$ cat src/rtl/sm4_encryptor_pkg.sv
// Shared SM4 types plus the word packer's state encoding and word-placement helper.
package sm4_encryptor_pkg;

  localparam int WORDS_PER_BLOCK = 4;

  typedef logic [31:0]  sm4_word_t;
  typedef logic [127:0] sm4_block_t;

  typedef enum logic [1:0] {
    eKey   = 2'd0,
    eData  = 2'd1,
    eIssue = 2'd2
  } packer_state_e;

  // Low bit of the 32-bit slice that word number idx occupies in a 128-bit block.
  // With msw_first set, word 0 lands in [127:96]; otherwise it lands in [31:0].
  function automatic logic [6:0] word_lo(input logic [1:0] idx, input logic msw_first);
    return msw_first ? {~idx, 5'b00000} : {idx, 5'b00000};
  endfunction

endpackage

$ cat src/rtl/sm4_word_packer.sv
// Packs a 32-bit word stream into one SM4 request (4 key words + 4 content words)
// and holds it on v_o until the core takes it. A first_i word outside the start of
// a request restarts collection; stray words at the start are dropped. Both count
// as framing errors in a saturating counter.
// Optional feature: define SM4_PACKER_KEY_REUSE_EN to allow content-only requests
// that reuse the last completed key.
module sm4_word_packer
  import sm4_encryptor_pkg::*;
#(
  parameter int MSW_FIRST_P = 1
) (
  input  logic         clk_i,
  input  logic         reset_ni,
  input  logic [31:0]  word_i,
  input  logic         word_v_i,
  output logic         word_ready_o,
  input  logic         first_i,
  input  logic         mode_i,
  input  logic         reuse_key_i,
  output logic [127:0] content_o,
  output logic [127:0] key_o,
  output logic         encode_or_decode_o,
  output logic         v_o,
  input  logic         ready_i,
  output logic [7:0]   err_cnt_o
);

  localparam logic [1:0] LAST_IDX = 2'(WORDS_PER_BLOCK - 1);
  localparam logic       MSW_FIRST = (MSW_FIRST_P != 0);

  packer_state_e state_r, state_n;
  logic [1:0]    idx_r, idx_n, wr_idx;
  sm4_block_t    key_stage_r, key_r, content_r, key_full;
  logic          mode_r;
  logic [7:0]    err_cnt_r;
  logic          accept, at_start, key_wr, content_wr, commit_key, mode_wr;
  logic [1:0]    err_inc;
  logic [6:0]    wr_lo;
  logic [8:0]    err_sum;
  logic          reuse_hit, reuse_bad;

  assign word_ready_o       = (state_r != eIssue);
  assign v_o                = (state_r == eIssue);
  assign content_o          = content_r;
  assign key_o              = key_r;
  assign encode_or_decode_o = mode_r;
  assign err_cnt_o          = err_cnt_r;

  assign accept   = word_v_i & word_ready_o;
  assign at_start = (state_r == eKey) && (idx_r == 2'd0);

`ifdef SM4_PACKER_KEY_REUSE_EN
  logic key_valid_r;

  assign reuse_hit = reuse_key_i & key_valid_r;
  assign reuse_bad = reuse_key_i & ~key_valid_r;

  // Remember whether a complete key has been loaded since reset.
  always_ff @(posedge clk_i or negedge reset_ni) begin
    if (!reset_ni)       key_valid_r <= 1'b0;
    else if (commit_key) key_valid_r <= 1'b1;
  end
`else
  logic unused_reuse_key;

  assign unused_reuse_key = reuse_key_i;
  assign reuse_hit        = 1'b0;
  assign reuse_bad        = 1'b0;
`endif

  // Next-state, word-write strobes and error increment for the accepted word.
  always_comb begin
    state_n    = state_r;
    idx_n      = idx_r;
    wr_idx     = idx_r;
    key_wr     = 1'b0;
    content_wr = 1'b0;
    commit_key = 1'b0;
    mode_wr    = 1'b0;
    err_inc    = 2'd0;
    case (state_r)
      eIssue: begin
        if (ready_i) begin
          state_n = eKey;
          idx_n   = 2'd0;
        end
      end
      default: begin
        if (accept) begin
          if (first_i) begin
            mode_wr = 1'b1;
            wr_idx  = 2'd0;
            idx_n   = 2'd1;
            err_inc = {1'b0, ~at_start} + {1'b0, reuse_bad};
            if (reuse_hit) begin
              content_wr = 1'b1;
              state_n    = eData;
            end else begin
              key_wr  = 1'b1;
              state_n = eKey;
            end
          end else if (at_start) begin
            err_inc = 2'd1;
          end else if (state_r == eKey) begin
            key_wr = 1'b1;
            if (idx_r == LAST_IDX) begin
              commit_key = 1'b1;
              state_n    = eData;
              idx_n      = 2'd0;
            end else begin
              idx_n = idx_r + 2'd1;
            end
          end else begin
            content_wr = 1'b1;
            if (idx_r == LAST_IDX) begin
              state_n = eIssue;
              idx_n   = 2'd0;
            end else begin
              idx_n = idx_r + 2'd1;
            end
          end
        end
      end
    endcase
  end

  // Place the incoming word into the key being assembled and form the saturating error sum.
  always_comb begin
    wr_lo    = word_lo(wr_idx, MSW_FIRST);
    key_full = key_stage_r;
    key_full[wr_lo +: 32] = word_i;
    err_sum  = {1'b0, err_cnt_r} + {7'd0, err_inc};
  end

  // State register and word counter.
  always_ff @(posedge clk_i or negedge reset_ni) begin
    if (!reset_ni) begin
      state_r <= eKey;
      idx_r   <= 2'd0;
    end else begin
      state_r <= state_n;
      idx_r   <= idx_n;
    end
  end

  // Key staging, committed key, content, mode and error count registers.
  always_ff @(posedge clk_i or negedge reset_ni) begin
    if (!reset_ni) begin
      key_stage_r <= '0;
      key_r       <= '0;
      content_r   <= '0;
      mode_r      <= 1'b0;
      err_cnt_r   <= 8'd0;
    end else begin
      if (key_wr)     key_stage_r <= key_full;
      if (commit_key) key_r <= key_full;
      if (content_wr) content_r[wr_lo +: 32] <= word_i;
      if (mode_wr)    mode_r <= mode_i;
      err_cnt_r <= err_sum[8] ? 8'hFF : err_sum[7:0];
    end
  end

endmodule

$ cat config.mk
export PLATFORM = sky130hd
export DESIGN_NAME = sm4_word_packer
export DESIGN_NICKNAME = d
export VERILOG_FILES = /design/src/rtl/sm4_encryptor_pkg.sv /design/src/rtl/sm4_word_packer.sv
export SDC_FILE = /design/constraint.sdc
export NUM_CORES = 1
export LEC_CHECK = 0
export BUFFER_PORTS_ARGS = -buffer_cell sky130_fd_sc_hd__buf_4
export CAP_MARGIN = 40
export CELL_PAD_IN_SITES_DETAIL_PLACEMENT = 1
export CELL_PAD_IN_SITES_GLOBAL_PLACEMENT = 1
export CORE_MARGIN = 2
export CORE_UTILIZATION = 39
export DETAILED_ROUTE_END_ITERATION = 6
export PLACE_DENSITY = 0.71
export SETUP_SLACK_MARGIN = 0.4
export SYNTH_ARGS = -nofsm -noshare
export SYNTH_HDL_FRONTEND = slang
export SYNTH_SLANG_ARGS = --single-unit
export TNS_END_PERCENT = 20
$ cat constraint.sdc
create_clock -name clk_i -period 2.9 [get_ports clk_i]
set_clock_uncertainty 0.2 [all_clocks]
set_input_delay 0.145 -clock clk_i [delete_from_list [all_inputs] [get_ports clk_i]]
set_output_delay 0.145 -clock clk_i [all_outputs]
set_load 0.01 [all_outputs]
==> results.md <==
* Run status: completed
* Post-Synthesis Cells at 1,554
* H-tree levels at 2
* Fin. max-slew vios at 0
* Largest cells by area after synthesis: dfrtp_1 (59%), mux2_2 (6.7%), o21ai_0 (4.0%)
* # rows at between 70 and 80
* Count of final setup violators at 0
* Sequential area share after synthesis at 0.592
* Crit end category: register
* CP Max Fanout at 4
* Final net count at 1,918
* Worst-path cell chain: buf_4, or2_2, nand2b_1, a21boi_2, buf_4, ha_4, nand3_2, nor2_2, nand3_1, mux2_2
* Die Height at between 200 and 250 um
* Detail Placement HPWL at 35.8 mm
* CTS tree: yes
* Drt wl/cell at 23.5 um
* Crit-path most repeated cell: buf_4
* Port Buffers at 304
* YS warnings at 0
* Flop2flop setup slack at 460 ps
* Routed wire length at between 50 and 60 mm
* # DRC at 0
* FF-to-FF Start: state_r[1]
* Clk pin slew, worst setup/hold paths at 60 ps
* Cell taking the most area after synthesis: dfrtp_1
* Worst Setup SP: state_r[1]
* Slew margin rel. at 0.554
* MaxCap Viol Count at 0
* CTS sink cnt at 397
* Pre-antenna DRT Iters at 4
* TNS Setup at 0 ps
* Vias in the first global route at 13,838
* Clk Latency, worst-skew pair at 580 ps
* Worst slew pin tran at roughly 670 ps
* Max incr delay on CP at between 300 and 400 ps
* Final instance area at 22,000 sq um
* Fin crit share at 0.840
* Max Freq at 411 MHz
* Clock Path Buffers at 3
* Syn_nets at 1,600
* CTS root buf: clkbuf_16
* Syn avg cell area at 10.8 sq um
* Arrival time worst endpoint at 2680 ps
* Hold path start: mode_i
* RSZ-0062 raised after global routing: true
* Core footprint at 42,800 sq um
* Area growth, synth to finish at 31.1%
* Cell Pwr Density at 1080 nW/um^2
* Peak supply drop at 0.000548 V
* DR iter-0 viols at 639
* Hold crit path type: in -> reg
* Starting Density at 0.392
* Setup crit end: err_cnt_o[7]
* Vias per cell at 5.37
* First-pass GRT wire length at 86.5 mm
* CP max-delay cell: dfrtp_1
* Post-synth top area share at 0.592
* RePlAce Congestion at 0.795
* Reg2reg end: err_cnt_o[7]
* Post-Syn Area at 16,800 sq um
* Final cell count without fillers at 2,455
* Initial antenna violation count at 5
* Distinct cell type count after synthesis at 39
* Tot Pwr at about 24 mW
* Largest net degree at the start of global routing at 109
* Vias at 13,185
* Placement Cell Area at 19,800 sq um
* Final hold violations at 0
* Pleak at a little over 10 nW
* Final Critical Period at 2440 ps
* Ports at 306
* Worst r2r path cells at 10
* GRT Util Overall at 0.259
* Proportion of layout cells with a drive suffix above 1 at 0.291
* Antenna Nets Post-Route at 0
* DP Cell Count at 2,321
* CTS buffer count at between 40 and 50
* Path type of the worst setup path: reg -> reg
* Full die area at 44,700 sq um
* Yosys reg bits at about 400
* Total gr overflow at 0
* Horiz. Die Dim at roughly 210 um
* CP required at 3140 ps
* Startpoint Class: register
-- layout by cell type (no fill, tap or decap), types with 13 or more instances in the layout --
cell           synthesis  layout
mux2_1                30      30
clkbuf_8               0      13
dlygate4sd3_1          0      40
mux2i_1               66      66
and2_1                33      32
dfrtp_1              397     395
nand4_1               35      35
a31oi_1               64      64
and3_1                32      32
a21oi_1               98      97
nand2b_1              35      35
nand3_1               37      35
nand2_1              173     169
clkbuf_16              0      49
buf_12                 0      18
nor2_1               135     132
buf_4                  0     321
o21ai_0              133     121
mux2_2               100     100
nor2b_1               35      32
-- registers in the layout (all words and copies together) (netlist names) --
name	count
err_cnt_o	8
key_o	128
content_o	128
state_r	2
encode_or_decode_o	1
idx_r	2
key_stage_r	128
-- worst min path at each step --
stage | to | slack [ps] | cells after the start
floorplan | content_o[0] | -350 | 0
global placement | key_o[9] | -10 | 1
detailed placement | key_o[9] | -7 | 1
CTS | encode_or_decode_o | 160 | 3
global route | encode_or_decode_o | 190 | 3
finish | encode_or_decode_o | 200 | 3
-- worst max-delay path: cells and delay by family, from the launching register on --
family / cells / cell delay (ps)
buffers and inverters: 2 / 290
flip-flops: 1 / 390
multiplexers: 1 / 280
AND/OR/NAND/NOR: 5 / 850
adder cells (fa/ha/maj): 1 / 140
AO/OA/AOI/OAI: 1 / 130
-- what timing repair did --
action	in CTS	in global routing
endpoints found under the hold margin	742	0
resized for setup	19	27
pin swaps	2	8
endpoints found under the setup margin	323	211
setup buffers	4	2
cloned	2	2
hold buffers	40	0
-- Yosys cell counts --
cell type,number
o22ai_2,1
a21oi_1,98
o22ai_1,1
buf_2,20
buf_1,12
a31oi_1,64
nor2_1,135
dfrtp_1,397
a21boi_0,1
mux2i_1,66
inv_1,5
inv_2,1
nand4_1,35
nand3b_1,1
o32ai_1,1
nor2b_1,35
or2_2,1
clkbuf_1,84
o32a_1,1
mux2_1,30
o2111a_1,1
nand2b_1,35
and2_1,33
nor4_1,1
a22oi_1,1
xor2_1,2
mux2_2,100
o21ai_0,133
and4_1,1
and3_1,32
and3b_1,1
ha_1,7
o21bai_1,1
nand2_1,173
a211oi_2,1
nor3_1,1
buf_6,3
xnor2_1,2
nand3_1,37
-- layer usage --
| metal | wire length, um | part of all wire | GRT usage |
|---|---|---|---|
| met4 | 2210 | 0.038 | 0.108 |
| met5 | 13 | 0.00023 | 0 |
| met2 | 27600 | 0.48 | 0.416 |
| met1 | 24800 | 0.43 | 0.340 |
| met3 | 3130 | 0.054 | 0.0567 |
-- stage by stage --
stage / hold WS (ps) / setup slack [ps] / utilization
final: 197 / 465 / 0.514
after global placement: -12.0 / 197 / 0.463
after global routing: 195 / 345 / 0.514
after CTS: 160 / 417 / 0.510
after detailed placement: -6.96 / 138 / 0.463
after floorplan: -351 / 386 / -
-- where the power goes --
| part | internal, mW | total, mW | switching [mW] |
|---|---|---|---|
| sequential | 7.53 | 8.77 | 1.25 |
| clock | 3.39 | 5.71 | 2.32 |
| combinational | 4.20 | 9.21 | 5.02 |
-- final cells by class --
cell class | count | area (sq um)
Antenna cell | 2 | 5.00
Timing Repair Buffer | 390 | 3370
Sequential cell | 397 | 9940
Multi-Input combinational cell | 1032 | 6490
Inverter | 6 | 22.5
Tap cell | 546 | 683
Clock inverter | 10 | 87.6
Fill cell | 4619 | 20800
Clock buffer | 72 | 1400
-- logic make-up after synthesis --
family	share of synthesized area
flip-flops	0.592
XOR/XNOR	0.00209
AO/OA/AOI/OAI	0.0977
multiplexers	0.127
buffers and inverters	0.0308
AND/OR/NAND/NOR	0.146
adder cells (fa/ha/maj)	0.00522
No activity file was read; power rests on OpenSTA's default activity.
